==> config.mk <==
export PLATFORM = sky130hd
export DESIGN_NAME = sprite_line_fetcher_flat
export DESIGN_NICKNAME = d
export VERILOG_FILES = /design/src/rtl/sprite_line_fetcher_pkg.sv /design/src/rtl/sprite_line_fetcher_if.sv /design/src/rtl/sprite_planar_to_packed.sv /design/src/rtl/sprite_line_fetcher.sv /design/src/flat_wrapper.sv
export SDC_FILE = /design/constraint.sdc
export NUM_CORES = 1
export LEC_CHECK = 0
export BUFFER_PORTS_ARGS = -buffer_cell sky130_fd_sc_hd__buf_2
export CAP_MARGIN = 20
export CORE_ASPECT_RATIO = 1.5
export CORE_MARGIN = 2
export CORE_UTILIZATION = 46
export CTS_CLUSTER_SIZE = 12
export DETAILED_ROUTE_END_ITERATION = 16
export GPL_ROUTABILITY_DRIVEN = 1
export PLACE_DENSITY = 0.72
export SLEW_MARGIN = 30
export SYNTH_ARGS = -nofsm -noshare
export SYNTH_HDL_FRONTEND = slang
export SYNTH_SLANG_ARGS = --single-unit
==> constraint.sdc <==
create_clock -name clk -period 3.55 [get_ports clk]
set_input_delay 0.1775 -clock clk [delete_from_list [all_inputs] [get_ports clk]]
set_output_delay 0.1775 -clock clk [all_outputs]
set_load 0.005 [all_outputs]
==> src/rtl/sprite_line_fetcher_pkg.sv <==
// Shared video definitions for the sprite line fetcher: sprite attributes,
// FSM encoding, list entry layout and pattern address field positions.
package sprite_line_fetcher_pkg;

  localparam int unsigned PAT_ADDR_W     = 14;
  localparam int unsigned ADDR_BASE_BIT  = 13;
  localparam int unsigned ADDR_PAT_LSB   = 5;
  localparam int unsigned ADDR_ROW_LSB   = 2;
  localparam int unsigned ADDR_PLANE_LSB = 0;

  localparam logic SPR_ATTR_IS_SPRITE = 1'b1;
  localparam logic SPR_ATTR_HFLIP     = 1'b0;
  localparam logic SPR_ATTR_PALETTE   = 1'b1;
  localparam logic SPR_ATTR_PRIORITY  = 1'b0;

  typedef enum logic [2:0] {
    ST_IDLE,
    ST_FETCH,
    ST_ISSUE,
    ST_DRAIN,
    ST_DONE
  } fetch_state_e;

  typedef struct packed {
    logic [7:0] x;
    logic [7:0] pattern;
    logic [3:0] row;
  } sprite_entry_t;

  // Planar pattern byte address; in 8x16 mode row[3] selects the odd pattern.
  function automatic logic [PAT_ADDR_W-1:0] pattern_addr(
    input logic       base,
    input logic       tall,
    input logic [7:0] pattern,
    input logic [3:0] row,
    input logic [1:0] plane
  );
    logic [7:0]            pat;
    logic [PAT_ADDR_W-1:0] a;
    pat = tall ? {pattern[7:1], row[3]} : pattern;
    a = '0;
    a[ADDR_BASE_BIT]           = base;
    a[ADDR_PAT_LSB +: 8]       = pat;
    a[ADDR_ROW_LSB +: 3]       = row[2:0];
    a[ADDR_PLANE_LSB +: 2]     = plane;
    return a;
  endfunction

endpackage

==> src/rtl/sprite_line_fetcher_if.sv <==
// VRAM read port and renderer job port of the sprite line fetcher.
interface sprite_line_fetcher_if #(
  parameter int unsigned VADDR_W = 14
);
  logic [VADDR_W-1:0] vram_addr;
  logic               vram_req;
  logic               vram_ack;
  logic [7:0]         vram_data;

  logic [7:0]         render_idx;
  logic [31:0]        render_data;
  logic               render_start;
  logic               is_sprite;
  logic               hflip;
  logic               palette;
  logic               render_priority;
  logic               render_busy;
  logic               render_last_pixel;

  modport master (
    output vram_addr, vram_req,
    input  vram_ack, vram_data,
    output render_idx, render_data, render_start,
    output is_sprite, hflip, palette, render_priority,
    input  render_busy, render_last_pixel
  );

  modport slave (
    input  vram_addr, vram_req,
    output vram_ack, vram_data,
    input  render_idx, render_data, render_start,
    input  is_sprite, hflip, palette, render_priority,
    output render_busy, render_last_pixel
  );
endinterface

==> src/rtl/sprite_planar_to_packed.sv <==
// Converts four 8-bit bit-planes into eight 4bpp pixels, leftmost pixel in
// the top nibble and plane 3 as the nibble MSB.
module sprite_planar_to_packed (
  input  logic [3:0][7:0] planes,
  output logic [31:0]     packed_px
);

  always_comb begin
    packed_px = '0;
    for (int i = 0; i < 8; i++) begin
      packed_px[31-4*i -: 4] = {planes[3][7-i], planes[2][7-i],
                                planes[1][7-i], planes[0][7-i]};
    end
  end

endmodule

==> src/rtl/sprite_line_fetcher.sv <==
// Per-line sprite list, planar pattern fetch from VRAM and render job issue;
// the next entry's fetch overlaps the current entry's render.
module sprite_line_fetcher
  import sprite_line_fetcher_pkg::*;
#(
  parameter int unsigned MAX_SPRITES = 8,
  parameter int unsigned VADDR_W     = 14
) (
  input  logic       clk,
  input  logic       reset_n,
  input  logic       list_clear,
  input  logic       list_wr,
  input  logic [7:0] list_x,
  input  logic [7:0] list_pattern,
  input  logic [3:0] list_row,
  input  logic       tall_sprites,
  input  logic       pattern_base,
  input  logic       start,
  output logic       done,
  output logic       busy,
  sprite_line_fetcher_if.master bus
);

  localparam int unsigned IDX_W = (MAX_SPRITES > 1) ? $clog2(MAX_SPRITES) : 1;
  localparam int unsigned CNT_W = $clog2(MAX_SPRITES + 1);

  fetch_state_e        state_q, state_n;
  logic [IDX_W-1:0]    entry_q, entry_n;
  logic [CNT_W-1:0]    count_q;
  sprite_entry_t       list_q [MAX_SPRITES];

  logic [1:0]          plane_q;
  logic [3:0][7:0]     planes_q;
  logic                data_valid_q;
  logic                start_prev_q;
  logic                vram_req_q;
  logic [VADDR_W-1:0]  vram_addr_q;
  logic [7:0]          render_idx_q;
  logic [31:0]         render_data_q;
  logic                done_q;
  logic                busy_q;

  logic                issue_c;
  logic                fetch_go_c;
  logic [1:0]          plane_sel_c;
  logic [VADDR_W-1:0]  next_addr_c;
  logic [31:0]         packed_c;
  sprite_entry_t       addr_entry_c;
  sprite_entry_t       cur_entry_c;

  sprite_planar_to_packed u_p2p (
    .planes   (planes_q),
    .packed_px(packed_c)
  );

  // Next-state and control strobes
  always_comb begin
    state_n    = state_q;
    entry_n    = entry_q;
    issue_c    = 1'b0;
    fetch_go_c = 1'b0;
    case (state_q)
      ST_IDLE: begin
        if (start) begin
          if (count_q == '0) begin
            state_n = ST_DONE;
          end else begin
            state_n    = ST_FETCH;
            entry_n    = '0;
            fetch_go_c = 1'b1;
          end
        end
      end
      ST_FETCH: begin
        if (bus.vram_ack && plane_q == 2'd3) state_n = ST_ISSUE;
      end
      ST_ISSUE: begin
        if (data_valid_q && (!bus.render_busy || bus.render_last_pixel) && !start_prev_q) begin
          issue_c = 1'b1;
          if (CNT_W'(entry_q) + CNT_W'(1) < count_q) begin
            state_n    = ST_FETCH;
            entry_n    = entry_q + IDX_W'(1);
            fetch_go_c = 1'b1;
          end else begin
            state_n = ST_DRAIN;
          end
        end
      end
      ST_DRAIN: begin
        if (!bus.render_busy && !start_prev_q) state_n = ST_DONE;
      end
      ST_DONE: state_n = ST_IDLE;
      default: state_n = ST_IDLE;
    endcase
  end

  // Address of the next read: plane 0 on entering FETCH, else the following plane
  always_comb begin
    addr_entry_c = list_q[entry_n];
    cur_entry_c  = list_q[entry_q];
    plane_sel_c  = fetch_go_c ? 2'd0 : plane_q + 2'd1;
    next_addr_c  = VADDR_W'(pattern_addr(pattern_base, tall_sprites, addr_entry_c.pattern,
                                         addr_entry_c.row, plane_sel_c));
  end

  always_ff @(posedge clk or negedge reset_n) begin
    if (!reset_n) begin
      state_q       <= ST_IDLE;
      entry_q       <= '0;
      count_q       <= '0;
      plane_q       <= '0;
      planes_q      <= '0;
      data_valid_q  <= 1'b0;
      start_prev_q  <= 1'b0;
      vram_req_q    <= 1'b0;
      vram_addr_q   <= '0;
      render_idx_q  <= '0;
      render_data_q <= '0;
      done_q        <= 1'b0;
      busy_q        <= 1'b0;
      for (int i = 0; i < int'(MAX_SPRITES); i++) list_q[i] <= '0;
    end else begin
      state_q      <= state_n;
      entry_q      <= entry_n;
      start_prev_q <= issue_c;
      busy_q       <= (state_n != ST_IDLE);
      done_q       <= (state_q == ST_DONE);

      if (fetch_go_c) begin
        vram_req_q  <= 1'b1;
        vram_addr_q <= next_addr_c;
        plane_q     <= 2'd0;
      end else if (state_q == ST_FETCH && bus.vram_ack) begin
        planes_q[plane_q] <= bus.vram_data;
        if (plane_q == 2'd3) begin
          vram_req_q   <= 1'b0;
          data_valid_q <= 1'b1;
        end else begin
          plane_q     <= plane_q + 2'd1;
          vram_addr_q <= next_addr_c;
        end
      end

      if (issue_c) begin
        data_valid_q  <= 1'b0;
        render_idx_q  <= cur_entry_c.x;
        render_data_q <= packed_c;
      end

      // List is only writable while idle; clear wins over append
      if (state_q == ST_IDLE) begin
        if (list_clear) begin
          count_q <= '0;
        end else if (list_wr && count_q < CNT_W'(MAX_SPRITES)) begin
          list_q[count_q[IDX_W-1:0]] <= '{x: list_x, pattern: list_pattern, row: list_row};
          count_q <= count_q + CNT_W'(1);
        end
      end
    end
  end

  // The job strobe shares its cycle with the renderer's last-pixel strobe, so
  // the new job's data is presented on that cycle and held until the next one.
  assign bus.render_start    = issue_c;
  assign bus.render_idx      = issue_c ? cur_entry_c.x : render_idx_q;
  assign bus.render_data     = issue_c ? packed_c : render_data_q;
  assign bus.vram_req        = vram_req_q;
  assign bus.vram_addr       = vram_addr_q;
  assign bus.is_sprite       = SPR_ATTR_IS_SPRITE;
  assign bus.hflip           = SPR_ATTR_HFLIP;
  assign bus.palette         = SPR_ATTR_PALETTE;
  assign bus.render_priority = SPR_ATTR_PRIORITY;
  assign done                = done_q;
  assign busy                = busy_q;

endmodule

==> src/flat_wrapper.sv <==
// flat-port wrapper written by rule: the top's interface ports become plain ports
module sprite_line_fetcher_flat import sprite_line_fetcher_pkg::*;
#(
  parameter int unsigned MAX_SPRITES = 8,
  parameter int unsigned VADDR_W     = 14
)
  (clk, reset_n, list_clear, list_wr, list_x, list_pattern, list_row, tall_sprites, pattern_base, start, done, busy, bus_vram_addr, bus_vram_req, bus_vram_ack, bus_vram_data, bus_render_idx, bus_render_data, bus_render_start, bus_is_sprite, bus_hflip, bus_palette, bus_render_priority, bus_render_busy, bus_render_last_pixel);
  sprite_line_fetcher_if #(.VADDR_W(VADDR_W)) bus_i ();
  input  logic clk;
  input  logic reset_n;
  input  logic list_clear;
  input  logic list_wr;
  input  logic [7:0] list_x;
  input  logic [7:0] list_pattern;
  input  logic [3:0] list_row;
  input  logic tall_sprites;
  input  logic pattern_base;
  input  logic start;
  output logic done;
  output logic busy;
  output wire logic [$bits(bus_i.vram_addr)-1:0] bus_vram_addr;
  output wire logic [$bits(bus_i.vram_req)-1:0] bus_vram_req;
  input wire logic [$bits(bus_i.vram_ack)-1:0] bus_vram_ack;
  input wire logic [$bits(bus_i.vram_data)-1:0] bus_vram_data;
  output wire logic [$bits(bus_i.render_idx)-1:0] bus_render_idx;
  output wire logic [$bits(bus_i.render_data)-1:0] bus_render_data;
  output wire logic [$bits(bus_i.render_start)-1:0] bus_render_start;
  output wire logic [$bits(bus_i.is_sprite)-1:0] bus_is_sprite;
  output wire logic [$bits(bus_i.hflip)-1:0] bus_hflip;
  output wire logic [$bits(bus_i.palette)-1:0] bus_palette;
  output wire logic [$bits(bus_i.render_priority)-1:0] bus_render_priority;
  input wire logic [$bits(bus_i.render_busy)-1:0] bus_render_busy;
  input wire logic [$bits(bus_i.render_last_pixel)-1:0] bus_render_last_pixel;
  assign bus_vram_addr = bus_i.vram_addr;
  assign bus_vram_req = bus_i.vram_req;
  assign bus_i.vram_ack = bus_vram_ack;
  assign bus_i.vram_data = bus_vram_data;
  assign bus_render_idx = bus_i.render_idx;
  assign bus_render_data = bus_i.render_data;
  assign bus_render_start = bus_i.render_start;
  assign bus_is_sprite = bus_i.is_sprite;
  assign bus_hflip = bus_i.hflip;
  assign bus_palette = bus_i.palette;
  assign bus_render_priority = bus_i.render_priority;
  assign bus_i.render_busy = bus_render_busy;
  assign bus_i.render_last_pixel = bus_render_last_pixel;
  sprite_line_fetcher #(.MAX_SPRITES(MAX_SPRITES), .VADDR_W(VADDR_W)) u_core (.clk(clk), .reset_n(reset_n), .list_clear(list_clear), .list_wr(list_wr), .list_x(list_x), .list_pattern(list_pattern), .list_row(list_row), .tall_sprites(tall_sprites), .pattern_base(pattern_base), .start(start), .done(done), .busy(busy), .bus(bus_i));
endmodule
==> impl_table.tex <==
\begin{tabular}{lr}
\hline
Metric & Value \\
\hline
\multicolumn{2}{l}{\textbf{Clocking}} \\
Number of buffers on the longest clock path & 3 \\
Clock edge transition at the registers on the reported setup and hold paths & 0.06 ns \\
Number of gates given a new drive strength after cts & 0 \\
Worst-skew pair later-pin latency & 0.53 ns \\
Hold bufs inserted after CTS & 30 \\
Post-CTS setup buffer count & 0 \\
Number of buffers inserted during clock tree synthesis & 26 \\
CTS tree & yes \\
CTS H-Tree Depth & 1 \\
Buffer cell driving the clock tree root & clkbuf\_16 \\
Clock Sink Count & 261 \\
\multicolumn{2}{l}{\textbf{Place}} \\
Post-place instance area & 12,400 um\^{}2 \\
Dpl hpwl & 16,500 um \\
Setup WS pre-CTS & 0.244 ns \\
GP Congestion & 0.808 \\
Number of buffers inserted by port buffering & 95 \\
\multicolumn{2}{l}{\textbf{STA}} \\
Final hold slack & 0.0101 ns \\
Setup skew after layout & 0.00848 ns \\
Unrepaired setup endpoints after global routing & no \\
Number of failing hold endpoints at the final stage & 0 \\
Final worst-path cycle share & 94.8\% \\
Highest Clock Rate & 0.297 GHz \\
Clock period minus worst slack & 3.37 ns \\
Fin Setup TNS & 0 ns \\
Final WS setup & 0.184 ns \\
Worst-case headroom to the max-slew limit & 42.2\% \\
Slew @ Worst Pin & 0.867 ns \\
Setup-failing EPs final & 0 \\
Number of max-slew violations in the final report & 0 \\
\multicolumn{2}{l}{\textbf{Pwr}} \\
Net switching share of the total power & 28.5\% \\
Power per standard cell area & 679 nW/um\^{}2 \\
Leakage power & 6.53 nW \\
Combinational group share of total power & 25.2\% \\
Switching power total & 2.60 mW \\
Sequential fraction of design power & 47.1\% \\
Internal power contribution & 6.51 mW \\
Part of the power in the clock network & 27.7\% \\
IR Drop Worst-Case VDD & 0.569 mV \\
\multicolumn{2}{l}{\textbf{Setup path}} \\
Cell family contributing the most delay on the critical path & compound AO/OA/AOI/OAI gates \\
Slowest stage cell, crit path & o22ai\_1 \\
CP Depth & 12 \\
Cell Chain, Critical Path & ha\_1 > xor2\_1 > ha\_1 > or3\_1 > o22ai\_1 > nand3\_4 > and2\_1 > buf\_4 > inv\_4 > nand2\_1 > a311oi\_1 > a221o\_1 \\
Crit path buf inv count & 2 \\
Data arrival at the endpoint of the critical path & 3.82 ns \\
Most frequent CP cell & ha\_1 \\
Required time worst endpoint & 4.01 ns \\
CP Capture Type & flop \\
Critical Path Max Stage Delay & 0.54 ns \\
Worst Setup Path Type & flop to flop \\
Worst R2R Path Depth & 12 \\
Kind of start point of the critical path & flop \\
Maximum fanout count along the critical path & 31 \\
\multicolumn{2}{l}{\textbf{Cells and area}} \\
Final antenna diode count & 0 \\
Area growth from synthesis to layout & 17.1\% \\
Post-route cell area & 13,400 um\^{}2 \\
Fill cell total of the finished layout & 2,045 \\
Layout cell share with drive strength beyond 1 & 37.0\% \\
Nets & 1,080 \\
\multicolumn{2}{l}{\textbf{Floorplanning}} \\
IO Pins & 100 \\
Core area & 24,400 um\^{}2 \\
Starting density of the core & 46.9\% \\
Horiz. Die Dim & 133 um \\
Die Ht & 197 um \\
Die ar. & 26,200 um\^{}2 \\
Site Rows & 70 \\
\multicolumn{2}{l}{\textbf{Global route}} \\
Overall Global Routing Usage & 20.1\% \\
Wire length of the first global-routing pass & 42,100 um \\
Number of antenna violations at the first check in global routing & 0 \\
Pin count of the biggest net entering global routing & 110 \\
Total grt overflow & 0 \\
Vias in the first global route & 8,028 \\
\multicolumn{2}{l}{\textbf{Min path}} \\
Hold path cells & 2 \\
Class of the tightest hold or removal check & input port to flop \\
\multicolumn{2}{l}{\textbf{Logic synthesis}} \\
Commonest register cell after synthesis & dfrtp\_1 \\
Top cell type's share of synthesized area & 57.0\% \\
Parity-gate share of the synthesized area counting xor and xnor cells & 0.153\% \\
Dominant combinational cell family by area after synthesis & multiplexers \\
Proportion of synthesized chip area in sequential cells & 57.0\% \\
Adder-cell share of the synthesized area & 1.09\% \\
Post-Synthesis Cell Area & 11,500 um\^{}2 \\
Synthesized instance count & 898 \\
Number of synthesized flops with an enable pin & 0 \\
Unique masters post-synth & 57 \\
Total of warnings raised by yosys & 0 \\
Area fraction in compound gates after synthesis & 7.49\% \\
Post-Synthesis Mean Instance Area & 12.8 um\^{}2 \\
Simple-gate area share of the yosys netlist & 8.30\% \\
Biggest area contributors in the synthesized netlist & dfrtp\_1 (57\%), mux2\_2 (19\%), nand2\_1 (5.6\%) \\
Share of cell area taken by muxes after synthesis & 23.0\% \\
Seq cells post-synth & 261 \\
Post-synthesis async set-or-reset flop share & 100\% \\
Cell taking the most area after synthesis & dfrtp\_1 \\
\multicolumn{2}{l}{\textbf{Routing}} \\
Drt first-iter violations & 539 \\
Vias per Instance & 5.51 \\
Detailed Routing Iterations Pass 1 & 4 \\
Vias after detailed routing & 7,506 \\
Final routed wirelength across all metal layers & 25,900 um \\
Residual DRC count & 0 \\
Wire per inst & 19.0 um \\
Detail Route Antenna Nets & 0 \\
\multicolumn{2}{l}{\textbf{Flow run}} \\
Max-Cap Viols & 0 \\
\multicolumn{2}{l}{\textbf{Outcome}} \\
Result of the run & completed \\
\hline
\end{tabular}
## state kept, by name, summed over array words and instances, names as in the netlist
name / cells
u_core.render_idx_q: 8
u_core.data_valid_q: 1
u_core.start_prev_q: 1
u_core.render_data_q: 32
u_core.bus.vram_req: 1
u_core.planes_q: 32
u_core.bus.vram_addr: 14
u_core.done: 1
u_core.list_q: 160
u_core.state_q: 3
u_core.busy: 1
u_core.count_q: 4
u_core.entry_q: 3
## layer usage
layer  routed length, um  GRT usage, %  vias up  share of wire (%)
met5                   0             0        -                  0
met3                1200          2.57       52                4.6
li1                    -             -     3450                  -
met4                 730          7.57        0                2.8
met2               13400          36.3      171                 52
met1               10500          24.5     3833                 41
## worst reg2reg max path: stages (launching register included)
cell	delay [ns]
dfrtp_1	0.40
ha_1	0.25
xor2_1	0.16
ha_1	0.20
or3_1	0.40
o22ai_1	0.54
nand3_4	0.12
and2_1	0.20
buf_4	0.20
inv_4	0.28
nand2_1	0.12
a311oi_1	0.28
a221o_1	0.16
## layout make-up
type | instances | area [um^2] | share of cell area, %
tap | 324 | 405 | 3.02
multi-input combinational | 572 | 4620 | 34.4
clock buffer | 33 | 718 | 5.35
sequential | 261 | 6530 | 48.6
timing repair buffer | 159 | 1070 | 7.94
inverter | 12 | 48.8 | 0.363
clock inverter | 2 | 35.0 | 0.261
## power by group through the flow
stage                     clock [mW]  sequential (mW)  combinational (mW)
after floorplan                    0             4.18                1.57
after global placement             0             4.29                2.21
after detailed placement           0             4.33                2.29
after CTS                       2.60             4.30                2.33
after global routing            2.70             4.39                2.54
final                           2.53             4.29                2.29
## kinds of logic (layout without fill, tap and decap cells)
kind of cell / count (synthesis) / after routing
XOR/XNOR: 2 / 2
buffers and inverters: 67 / 206
other: 2 / 4
multiplexers: 219 / 219
flip-flops: 261 / 261
AND/OR/NAND/NOR: 224 / 224
adder cells (fa/ha/maj): 10 / 10
AO/OA/AOI/OAI: 113 / 113
## final timing paths
kind | start | endpoint | slack (ns)
max | u_core.entry_q[0] | u_core.bus.vram_addr[2] | 0.18
min in group asynchronous | reset_n | u_core.list_q[17] | 0.28
max reg2reg | u_core.entry_q[0] | u_core.bus.vram_addr[2] | 0.18
min reg2reg | u_core.render_data_q[17] | u_core.render_data_q[17] | 0.47
max in group asynchronous | reset_n | u_core.render_data_q[23] | 2.27
min | list_x[3] | u_core.list_q[75] | 0.01
## synth_stat cells, types with 9 or more instances
library cell and number:
ha_1 10, a21oi_1 12, mux2_2 193, a21boi_0 16, a32oi_1 10, a211oi_1 17
o21ai_0 14, inv_1 10, a311oi_1 10, a221o_1 10, buf_4 9, mux2i_1 10
nand2_1 171, nor2_1 11, mux4_2 16, clkbuf_1 30, dfrtp_1 261
## through the flow
stage	instances	total power [mW]	util (%)
2_1_floorplan	900	5.76	-
3_3_place_gp	1298	6.51	50.6
3_5_place_dp	1298	6.62	50.6
4_1_cts	1363	9.22	54.9
5_1_grt	1363	9.63	54.9
6_report	1363	9.11	54.9
## layout by cell type (no fill, tap or decap), drive strengths merged, types with 15 or more instances in the layout
master / netlist / routed
a211oi: 17 / 17
buf: 25 / 129
mux2: 193 / 193
clkbuf: 30 / 33
dlygate4sd3: 0 / 30
mux4: 16 / 16
a21boi: 16 / 16
nand2: 171 / 171
dfrtp: 261 / 261
o21ai: 15 / 15
Power figures use the tool's default switching activity.
